### src/rtl/mpy_pkg.sv
// Shared types and helpers for the round-robin serial multiplier scheduler.
package mpy_pkg;

  typedef enum logic [1:0] {IDLE, RUN, DONE} state_t;

  localparam int MPY_WIDTH = 32;

  function automatic int id_w(input int n);
    return (n > 1) ? $clog2(n) : 1;
  endfunction

endpackage

### src/rtl/mpy_serial_core.sv
// Serial multiplier, one iteration per cycle; unsigned shift-add by default,
// radix-2 Booth on two's-complement operands when MPY_BOOTH_EN is defined.
module mpy_serial_core
  import mpy_pkg::*;
#(
  parameter int WIDTH = MPY_WIDTH
) (
  input  logic               clk_i,
  input  logic               rst_n_i,
  input  logic               start_i,
  input  logic [WIDTH-1:0]   mcand_i,
  input  logic [WIDTH-1:0]   mplier_i,
  output logic               last_o,
  output logic [2*WIDTH-1:0] product_o
);

  localparam int CW = $clog2(WIDTH + 1);

  logic               run_q, run_d;
  logic [CW-1:0]      cnt_q, cnt_d;
  logic [WIDTH-1:0]   mc_q;
  logic [WIDTH-1:0]   mplier_q, mplier_d;
  logic [WIDTH:0]     acc_q, acc_d, addend, sum;
  logic [2*WIDTH-1:0] product_q;
`ifdef MPY_BOOTH_EN
  logic               q_q, q_d;
`endif

  assign last_o    = run_q && (cnt_q == CW'(1));
  assign product_o = product_q;

  // acc carries one extra bit so the add never loses its carry/sign.
  always_comb begin
    addend = '0;
`ifdef MPY_BOOTH_EN
    case ({mplier_q[0], q_q})
      2'b01:   addend = {mc_q[WIDTH-1], mc_q};
      2'b10:   addend = -{mc_q[WIDTH-1], mc_q};
      default: addend = '0;
    endcase
    sum   = acc_q + addend;
    acc_d = {sum[WIDTH], sum[WIDTH:1]};
    q_d   = mplier_q[0];
`else
    if (mplier_q[0]) addend = {1'b0, mc_q};
    sum   = acc_q + addend;
    acc_d = {1'b0, sum[WIDTH:1]};
`endif
    mplier_d = {sum[0], mplier_q[WIDTH-1:1]};
  end

  always_comb begin
    run_d = run_q;
    cnt_d = cnt_q;
    if (start_i) begin
      run_d = 1'b1;
      cnt_d = CW'(WIDTH);
    end else if (run_q) begin
      cnt_d = cnt_q - CW'(1);
      if (cnt_q == CW'(1)) run_d = 1'b0;
    end
  end

  always_ff @(posedge clk_i or negedge rst_n_i) begin
    if (!rst_n_i) begin
      run_q     <= 1'b0;
      cnt_q     <= '0;
      product_q <= '0;
    end else begin
      run_q <= run_d;
      cnt_q <= cnt_d;
      if (last_o) product_q <= {acc_d[WIDTH-1:0], mplier_d};
    end
  end

  // Datapath registers are always loaded by start before use.
  always_ff @(posedge clk_i) begin
    if (start_i) begin
      mc_q     <= mcand_i;
      mplier_q <= mplier_i;
      acc_q    <= '0;
`ifdef MPY_BOOTH_EN
      q_q      <= 1'b0;
`endif
    end else if (run_q) begin
      acc_q    <= acc_d;
      mplier_q <= mplier_d;
`ifdef MPY_BOOTH_EN
      q_q      <= q_d;
`endif
    end
  end

endmodule

### src/rtl/mpy_sched.sv
// Round-robin arbiter sharing one serial multiplier among NREQ requesters.
// Define MPY_BOOTH_EN for signed (Booth) products; default is unsigned.
module mpy_sched
  import mpy_pkg::*;
#(
  parameter int NREQ  = 4,
  parameter int WIDTH = MPY_WIDTH
) (
  input  logic                    CLK,
  input  logic                    RST,
  input  logic [NREQ-1:0]         req,
  input  logic [NREQ*WIDTH-1:0]   in_a,
  input  logic [NREQ*WIDTH-1:0]   in_b,
  output logic [NREQ-1:0]         grant,
  output logic                    busy,
  output logic [2*WIDTH-1:0]      Product,
  output logic [id_w(NREQ)-1:0]   Product_Id,
  output logic                    Product_Valid
);

  localparam int IDW = id_w(NREQ);

  state_t           state_q, state_d;
  logic [NREQ-1:0]  grant_q, grant_d;
  logic [IDW-1:0]   win_id_q, win_id_d, rr_ptr_q, rr_ptr_d, pid_q, pid_d;
  logic [IDW-1:0]   sel_id;
  logic [IDW:0]     cand;
  logic             sel_found, start, core_last;
  logic [WIDTH-1:0] a_arr [NREQ];
  logic [WIDTH-1:0] b_arr [NREQ];

  for (genvar i = 0; i < NREQ; i++) begin : g_unpack
    assign a_arr[i] = in_a[i*WIDTH +: WIDTH];
    assign b_arr[i] = in_b[i*WIDTH +: WIDTH];
  end

  // Scan from rr_ptr upward with wrap; first requester found wins.
  always_comb begin
    sel_id    = '0;
    sel_found = 1'b0;
    cand      = '0;
    for (int k = 0; k < NREQ; k++) begin
      cand = {1'b0, rr_ptr_q} + (IDW+1)'(k);
      if (cand >= (IDW+1)'(NREQ)) cand = cand - (IDW+1)'(NREQ);
      if (!sel_found && req[cand[IDW-1:0]]) begin
        sel_found = 1'b1;
        sel_id    = cand[IDW-1:0];
      end
    end
  end

  always_comb begin
    state_d  = state_q;
    start    = 1'b0;
    grant_d  = '0;
    win_id_d = win_id_q;
    pid_d    = pid_q;
    rr_ptr_d = rr_ptr_q;
    unique case (state_q)
      IDLE: if (sel_found) begin
        start    = 1'b1;
        grant_d  = {{(NREQ-1){1'b0}}, 1'b1} << sel_id;
        win_id_d = sel_id;
        state_d  = RUN;
      end
      RUN: if (core_last) begin
        pid_d   = win_id_q;
        state_d = DONE;
      end
      DONE: begin
        rr_ptr_d = (win_id_q == IDW'(NREQ-1)) ? '0 : win_id_q + IDW'(1);
        state_d  = IDLE;
      end
      default: state_d = IDLE;
    endcase
  end

  always_ff @(posedge CLK or negedge RST) begin
    if (!RST) begin
      state_q  <= IDLE;
      grant_q  <= '0;
      win_id_q <= '0;
      rr_ptr_q <= '0;
      pid_q    <= '0;
    end else begin
      state_q  <= state_d;
      grant_q  <= grant_d;
      win_id_q <= win_id_d;
      rr_ptr_q <= rr_ptr_d;
      pid_q    <= pid_d;
    end
  end

  mpy_serial_core #(.WIDTH(WIDTH)) u_core (
    .clk_i     (CLK),
    .rst_n_i   (RST),
    .start_i   (start),
    .mcand_i   (a_arr[sel_id]),
    .mplier_i  (b_arr[sel_id]),
    .last_o    (core_last),
    .product_o (Product)
  );

  assign grant         = grant_q;
  assign busy          = (state_q != IDLE);
  assign Product_Valid = (state_q == DONE);
  assign Product_Id    = pid_q;

endmodule

### config.mk
export PLATFORM = sky130hd
export DESIGN_NAME = mpy_sched
export DESIGN_NICKNAME = d
export VERILOG_FILES = /design/src/rtl/mpy_pkg.sv /design/src/rtl/mpy_serial_core.sv /design/src/rtl/mpy_sched.sv
export SDC_FILE = /design/constraint.sdc
export NUM_CORES = 1
export LEC_CHECK = 0
export ABC_AREA = 1
export BUFFER_PORTS_ARGS = -buffer_cell sky130_fd_sc_hd__buf_2
export CAP_MARGIN = 15
export CELL_PAD_IN_SITES_DETAIL_PLACEMENT = 1
export CELL_PAD_IN_SITES_GLOBAL_PLACEMENT = 1
export CORE_MARGIN = 10
export CORE_UTILIZATION = 39
export DETAILED_ROUTE_END_ITERATION = 12
export PLACE_DENSITY = 0.83
export SYNTH_ARGS = -nofsm -noshare
export SYNTH_HDL_FRONTEND = slang
export SYNTH_SLANG_ARGS = --single-unit
### constraint.sdc
create_clock -name CLK -period 4.7 [get_ports CLK]
set_input_delay 0.235 -clock CLK [delete_from_list [all_inputs] [get_ports CLK]]
set_output_delay 0.235 -clock CLK [all_outputs]
set_load 0.05 [all_outputs]
**After elaboration in Yosys (flattened, before gate mapping)**

Cells that the tools add are included.

- Shift-type cells: 1
- Add/subtract/negate cells: 10
- Reduce and logical (&&, ||, !) cells: 13
- Multiplexer cells: 42
- Bitwise operators: 1
- Order comparisons: 9
- Eq/ne operators: 6

Operators with widths:

| kind | number |
|---|---|
| 2-to-1 mux 32 bit | 7 |
| binary-select mux 32 bit (select 2 bit) | 2 |
| adder 32 x 32 -> 33 bit | 1 |
| 2-to-1 mux 2 bit | 11 |
| 2-to-1 mux 1 bit | 13 |
| greater-or-equal comparator 3 bit (second input constant) | 4 |
| < comparator 2 x 3 -> 1 bit (second input constant) | 4 |
| 2-to-1 mux 6 bit | 2 |
| binary-select mux 1 bit (select 2 bit) | 4 |
| 2-to-1 mux 4 bit | 2 |
| subtractor 2 x 1 -> 2 bit (second input constant) | 4 |
| adder 2 x 2 -> 3 bit (second input constant) | 2 |
| equality test 6 x 1 -> 1 bit (second input constant) | 1 |
| AND reduction 2 bit | 3 |
| subtractor 6 x 1 -> 6 bit (second input constant) | 1 |
| equality test 2 bit (second input constant) | 2 |
| logical AND 1 bit | 4 |
| inequality test 2 bit (second input constant) | 2 |
| one-hot mux 2 bit (2 select lines) | 1 |
| nonzero test 2 bit | 2 |
| << shifter 1 x 2 -> 4 bit (first input constant) | 1 |
| adder 2 x 1 -> 3 bit (second input constant) | 1 |
| greater-or-equal comparator 2 x 3 -> 1 bit (second input constant) | 1 |
| logical NOT 1 bit | 3 |
| other kinds (4) | 4 |

- Word-level logic and storage cells: 93
- Register bits after elaboration: 179
- Output and inout port bits: 72
- Input bits: 262

**Depth between registers and ports, before layout**

Gate-level depths: netlist (run 1).

- Depth in word-level cells: 19
- Gate-level depth with buffers: 17
- Mapped depth without buffers: 17

**Hierarchy**

Synthesis (run 1) repeated with hierarchy kept, for this count alone.

- Cells, all modules: 1,899
- Area total of the unflattened synthesis: 12,228.0 um^2

Modules (own cells, without submodules):

| module | cells an instance | seq. area each (um^2) | area an instance (um^2) | times used |
|---|---|---|---|---|
| mpy_serial_core | 1,152 | 4,339.2 | 8,677.1 | 1 |
| mpy_sched | 747 | 300.3 | 3,550.9 | 1 |

**Worst setup path after synthesis (run 1)**

No wires, ideal clock.

- Kind: register to register
- Start point: reg rr_ptr_q[0]
- End point: reg u_core.mc_q[0], enable pin
- Stages on the path, launching flop included: 10
- Buffers on the path: 2
- Required time: 4.291 ns
- Setup time: 0.409 ns
- Path slack: 2.080 ns
- Arrival: 2.211 ns
- Clock period less this slack: 2.620 ns
- Cell sequence: dfrtp_1 > buf_4 > nand2_1 > nand3_1 > nand2_1 > nor2_4 > nand3_2 > nand2_2 > inv_2 > clkbuf_1

- Cells in the longest elaborated chain, start to end: 16
- Elaborated cells between the ends (all ways): 35
- Classes of those cells: add/sub (7); order compare (4); mux (18); reduce/logical (6)

RTL lines:

| item | line | text |
|---|---|---|
| from (decl) | mpy_sched.sv:25 | `logic [IDW-1:0] win_id_q, win_id_d, rr_ptr_q, rr_ptr_d, pid_q, pid_d;` |
| from (signal assigned) | mpy_sched.sv:89 | `rr_ptr_q <= rr_ptr_d;` |
| parallel branches: the longest is 13 deep, another holds adder 2 x 1 -> 3 bit | - |  |
| 2-to-1 mux 1 bit (*) | mpy_sched.sv:45 | `if (!sel_found && req[cand[IDW-1:0]]) begin` |
| 2-to-1 mux 1 bit (*) | mpy_sched.sv:60 | `IDLE: if (sel_found) begin` |
| 2-to-1 mux 1 bit (*) | mpy_sched.sv:59 | `unique case (state_q)` |
| via start | mpy_sched.sv:28 | `logic sel_found, start, core_last;` |
| to (signal assigned) | mpy_serial_core.sv:79 | `mc_q <= mcand_i;` |
| to (decl) | mpy_serial_core.sv:21 | `logic [WIDTH-1:0] mc_q;` |

Mark *: on every way through the listed nets, which the timed path passes. The select of a mux whose other input is x is not followed.
A chain may end at the register's enable or synchronous reset.

**Worst setup path in the final report (run 1)**

- Start point: reg rr_ptr_q[0]
- End point: reg u_core.mc_q[1] (data pin)

- Cells in the longest elaborated chain, start to end: 18
- Elaborated cells between the ends (all ways): 40
- Classes of those cells: add/sub (7); order compare (4); mux (22); bitwise (1); reduce/logical (6)

RTL lines:

| item | line | text |
|---|---|---|
| parallel branches: the longest is 13 deep, another holds adder 2 x 1 -> 3 bit | - |  |
| 2-to-1 mux 2 bit (*) | mpy_sched.sv:45 |  |
| NOT 2 -> 3 bit (not written as such) (*) | mpy_sched.sv:98 | `.mcand_i (a_arr[sel_id]),` |
| binary-select mux 32 bit (select 2 bit) (*) | mpy_sched.sv:98 |  |
| 2-to-1 mux 32 bit (not written as such) (*) (2 in a row) | mpy_sched.sv:98 |  |
| via u_core.mcand_i[1] | mpy_serial_core.sv:11 | `input logic [WIDTH-1:0] mcand_i,` |

Marks and branches as above.

==> results.toml, run 1 <==
[setup_path]
cp_data_arrival_time_ns = 3.60
max_stage_delay_ns = 0.73
end_kind = "flip-flop"
rrSetupSlack_ns = 1.39
cpMostUsedCell = "nand2_1"
critPathMaxFanout = 48
cp.required_ns = 4.99
critPathLaunchType = "flip-flop"
crit_type = "flip-flop to flip-flop"
crit_path_top_delay_cell = "nor2_4"
crit_chain = "inv_2 -> nand2_1 -> nand2_1 -> nand2_1 -> nand2_1 -> nor2_4 -> nand4_1 -> nand2_4 -> inv_2 -> nor2_4 -> nand2_1 -> nand3_1"

[drt]
drtIter0Drc = 634
detail_route.wl_per_cell_um = 19.1
wl_um = 45100
antenna_left = 0
firstDrtPassIters = 6
vias_per_cell = 5.09
route.detailed.drc = 0
num_vias = 12000

[clocking]
cts_resized = 0
cts_root_buf = "clkbuf_16"
clock-sinks = 179
h-tree-depth = 4
clk_path_buf_depth = 2
path_clk_slew_ns = 0.07
cts_buffers = 17
cts_tree = "done"
clkLatencyLatePin_ns = 0.43

[grt]
met3_usage_pct = 4.77
grt_overflow = 0
grt_max_degree = 77
grt_usage_pct = 24.1
grt_pass1_vias = 12900
busiest_layer = "met2"
grtUsageMet1_pct = 28.1
grt_pass1_wl_um = 70000
met2_usage_pct = 43.3
grt_antenna_before_repair = 7

[timing]
relSlewSlack_pct = 27.0
rsz0062_at_grt = "no"
finalCriticalPeriod_ns = 3.31
hold_viol = 0
hold_ws_ns = 0.0853
worst_pin_slew_ns = 1.09
fin_tns_setup_ns = 0
maxClockFrequency_mhz = 302
finalMaxSlewViolations = 0
setup_viol = 0
final_min_period_over_clock_period_pct = 70.5
fin_worst_skew_ns = 0.0109

[die]
fp.dieH_um = 191
io_pins = 334
die_area_um2 = 36400
core_region_area_um2 = 28800
rows = 62
die_x_um = 191
start_util_pct = 39.5

[yosys]
synth-edff-count = 64
yosysTopAreaCell = "nand2_1"
synth.area.mux_share_pct = 0
syn_nets = 1972
synth-xor-area-share_pct = 1.69
synth_fa_ha_area_share_pct = 4.02
post_synth_and_or_nand_nor_area_fraction_pct = 41.3
synth-compound-area-share_pct = 5.30
synth.avg_cell_area_um2 = 6.80
ys_ff_latch = 179
synth.distinct_cells = 39
synth_top_family_by_area = "simple AND/OR/NAND/NOR gates"
synth_area_leaders = "nand2_1, dfrtp_1, edfxtp_1, dfxtp_1, nand4_1"
async_reset_ff_share_pct = 46.4
syn_area_um2 = 11400
synth-main-ff-cell = "dfrtp_1"
synth_top_area_share_pct = 30.1
yosysSeqAreaShare_pct = 40.8
netlist_instances = 1674
yosysWarningCount = 0

[outcome]
status = "complete, no violations"

[run]
cap_viol_max_count = 0

[power]
irDropWorstVdd_v = 0.000221
leakage_nw = 7.87
finalPower_w = 0.00347
powerDensity_nw_per_um2 = 251

[final_layout]
drive_above_1_share_pct = 19.9
synthToLayoutAreaGrowth_pct = 21.3
layout_common_cells = "nand2_1, buf_2, inv_1, dfrtp_1"
final_nets = 2255
layout_commonest_cell = "nand2_1"

[placement]
routabilityCongestion = 0.936
dp_hpwl_um = 35500
io_buffers = 333

[min_path]
hp-class = "input port to flip-flop"
[worst max-delay path: cells and delay by family, from the launching register on]
kind	cells	cell delay, ns
flops	1	0.57
simple gates	10	1.98
buf+inv	2	0.61
[through the flow]
step,cells,setup slack [ns],util [%],instance area (um2)
floorplan,1674,2.08,-,11400
global placement,2321,1.52,45.9,13200
detailed placement,2321,1.45,45.9,13200
CTS,2354,1.39,47.9,13800
global route,2360,0.922,48.0,13800
finish,2360,1.39,48.0,13800
[final cells by class]
| class | instances | area, um2 |
|---|---|---|
| Fill cell | 3827 | 15000 |
| Multi-Input combinational cell | 1320 | 5970 |
| Sequential cell | 179 | 4640 |
| Timing Repair Buffer | 346 | 1770 |
| Tap cell | 384 | 480 |
| Clock buffer | 18 | 429 |
| Inverter | 93 | 349 |
| Clock inverter | 14 | 153 |
| Antenna cell | 6 | 15.0 |
[power by group]
group	internal [W]	switching (W)	leakage, nW
logic	0.000156	0.000240	5.55
clock network	0.000795	0.000667	0.285
registers	0.00161	0	2.03
[layer usage]
| metal | routed length [um] | up-vias |
|---|---|---|
| met1 | 18700 | 5710 |
| met3 | 2360 | 49 |
| met2 | 23100 | 311 |
| li1 | - | 5942 |
| met4 | 952 | 2 |
| met5 | 7 | - |
[logic make-up (layout without fill, tap and decap cells)]
group | Yosys count | after routing
AO/OA/AOI/OAI | 112 | 112
XOR/XNOR | 22 | 22
adder cells (fa/ha/maj) | 36 | 36
buffers and inverters | 175 | 471
flip-flops | 179 | 179
other | 0 | 6
AND/OR/NAND/NOR | 1150 | 1150
[cell usage after synthesis, types with 2 or more instances]
cell      count
ha_1         35
buf_6         5
a21oi_1      48
a22oi_1       2
nand3_2       3
xnor2_1       7
a22o_1        2
nor2_4        2
edfxtp_1     64
nor3_1       14
nand2_1     911
o21a_1        4
xor2_1       15
o21ai_1       2
nor2_1       58
a21o_1        2
buf_2        42
nand3b_1     11
inv_1        85
inv_2         8
dfrtp_1      83
clkbuf_1     24
nand3_1      74
a31oi_1       2
nand4_1      73
dfxtp_1      32
o21ai_0      45
buf_4        10
[sequential cells by signal, summed over array words and instances (netlist names)]
signal            flops
u_core.acc_q         32
u_core.mc_q          32
win_id_q              2
grant                 4
u_core.cnt_q          6
state_q               2
u_core.product_o     64
Product_Id            2
rr_ptr_q              2
u_core.mplier_q      32
u_core.run_q          1
[final timing paths]
kind                                         to             start  cells past startpoint
min in group asynchronous  u_core.product_o[36]               RST                      2
hold / removal                  u_core.mc_q[20]          in_a[52]                      3
max in group asynchronous   u_core.product_o[2]               RST                      3
setup reg to reg                 u_core.mc_q[1]       rr_ptr_q[0]                     12
setup / recovery                 u_core.mc_q[1]       rr_ptr_q[0]                     12
hold reg to reg                u_core.acc_q[17]  u_core.acc_q[17]                      2
[repair_timing]
action	CTS	global route
hold buffers	1	0
setup buffers	0	0
endpoints found under the hold margin	31	0
Power figures use the tool's default switching activity.
==> run 2, diff against run 1 <==
CORE_UTILIZATION = 33   (was 39)
PLACE_DENSITY = 0.74   (was 0.83)
clock period = 3 ns   (was 4.7 ns; I/O delays follow)
==> results.toml, run 2 (synthesis gave the netlist of run 1 again) <==
[outcome]
status = "complete, no violations"

[final_layout]
stdcell_area_um2 = 14200
layout_commonest_cell = "nand2_1"
fillers = 4453
layout_common_cells = "nand2_1, buf_2, inv_1, dfrtp_1"
final_nets = 2282
drive_above_1_share_pct = 20.5
largest_reg_flops = 64
synthToLayoutAreaGrowth_pct = 24.8
layout.cells.non_filler = 2452
utilization_pct = 42.0

[drt]
drtIter0Drc = 626
firstDrtPassIters = 6
route.detailed.drc = 0
antenna_left = 0
num_vias = 12100
vias_per_cell = 4.95
wl_um = 47300
detail_route.wl_per_cell_um = 19.3

[grt]
grt_pass1_wl_um = 72800
grt_pass1_vias = 13100
busiest_layer = "met2"
met2_usage_pct = 38.9
grt_usage_pct = 21.9
grt_max_degree = 84
met3_usage_pct = 5.25
grt_overflow = 0
grt_antenna_before_repair = 8
grtUsageMet1_pct = 25.8

[min_path]
hold_depth = 3
hp-class = "input port to flip-flop"

[setup_path]
end_kind = "flip-flop"
critPathMaxFanout = 33
critPathLaunchType = "flip-flop"
cp.required_ns = 3.16
worstSetupEndpoint = "u_core.mc_q[0]"
crit_path_top_delay_cell = "dfrtp_1"
rrSetupSlack_ns = 0.25
crit_type = "flip-flop to flip-flop"
critPathTopFamily = "simple AND/OR/NAND/NOR gates"
crit_chain = "inv_2 -> nand2_1 -> nand2_1 -> nand2_1 -> nand2_1 -> nor2_4 -> nand3_2 -> nand3_4 -> buf_4 -> nor2_4 -> buf_4 -> nand2_1 -> nand3_1"
reg2reg_from = "rr_ptr_q[0]"
max_stage_delay_ns = 0.59
cp-startpoint = "rr_ptr_q[0]"
regToRegEndpoint = "u_core.mc_q[0]"
r2r_cells = 13
cp_data_arrival_time_ns = 2.90
critPathBufInv = 3
crit_cells = 13
cpMostUsedCell = "nand2_1"

[die]
io_pins = 334
rows = 67
core_region_area_um2 = 33800
die_x_um = 206
fp.dieH_um = 206
start_util_pct = 33.7
die_area_um2 = 42300

[power]
leakage_nw = 8.02
irDropWorstVdd_v = 0.000333
powerDensity_nw_per_um2 = 388

[timing]
finalMaxSlewViolations = 0
hold_viol = 0
maxClockFrequency_mhz = 364
rsz0062_at_grt = "no"
relSlewSlack_pct = 44.2
final_min_period_over_clock_period_pct = 91.6
setup_viol = 0
worst_pin_slew_ns = 0.838
fin_worst_skew_ns = 0.0130
finalCriticalPeriod_ns = 2.75
fin_tns_setup_ns = 0

[placement]
io_buffers = 333
place_inst = 2399
dp_hpwl_um = 36800
routabilityCongestion = 0.931
place_area_um2 = 13500

[clocking]
clkLatencyLatePin_ns = 0.44
cts_root_buf = "clkbuf_16"
h-tree-depth = 4
cts_resized = 0
cts_buffers = 17
clock-sinks = 179
path_clk_slew_ns = 0.08
clk_path_buf_depth = 2
cts_tree = "done"

[run]
cap_viol_max_count = 0
[run 2: changes by cell type in the layout (fill, tap and decap cells not counted), sizes merged]
cell         change
buf             +14
bufinv           -1
clkbuf           +1
clkinv           -1
diode            +1
dlygate4sd3     +13
inv              +1
[run 2: how the worst min path moves through the flow]
stage	to	slack, ns	from
3_3_place_gp	u_core.product_o[34]	0.23	RST
3_5_place_dp	u_core.product_o[37]	0.24	RST
6_report	u_core.mc_q[15]	0.009	in_a[47]
4_1_cts	u_core.mc_q[28]	0.0003	in_a[60]
2_1_floorplan	Product_Id[0]	-0.15	RST
5_1_grt	u_core.mc_q[27]	0.002	in_a[59]
[run 2: metal layers]
layer / up-vias / wire (um)
li1: 5995 / -
met1: 5792 / 19800
met2: 302 / 23700
met3: 50 / 2980
met4: 4 / 871
met5: - / 27
[run 2: what timing repair did]
| action | in CTS | in global routing |
|---|---|---|
| hold endpoints to repair | 93 | 0 |
| buffers inserted | 0 | 0 |
| hold buffers | 14 | 0 |
[run 2: per-stage QoR]
stage          setup WS, ns  hold slack, ns  total power (W)
2_1_floorplan         0.380          -0.146          0.00291
3_3_place_gp          0.281           0.230          0.00322
3_5_place_dp          0.260           0.239          0.00323
4_1_cts               0.226        0.000271          0.00557
5_1_grt             0.00655         0.00230          0.00574
6_report              0.253         0.00936          0.00551
[run 2: where the power goes]
group	internal (W)	switching, W	leakage (nW)
logic	0.000270	0.000387	5.70
registers	0.00253	0	2.03
clock network	0.00121	0.00112	0.286
total	0.00400	0.00151	8.02
[run 2: worst min-delay path, cell delays in order]
cell     delay [ns]
buf_2          0.07
nand2_1        0.04
nand3_1        0.06
[run 2: layout make-up]
cell class,instances,area [um2],area share [%]
Antenna cell,7,17.5,0.123
Clock buffer,19,443,3.12
Clock inverter,13,144,1.01
Inverter,93,349,2.46
Multi-Input combinational cell,1320,5970,42.0
Sequential cell,179,4640,32.7
Tap cell,448,561,3.95
Timing Repair Buffer,373,2080,14.6
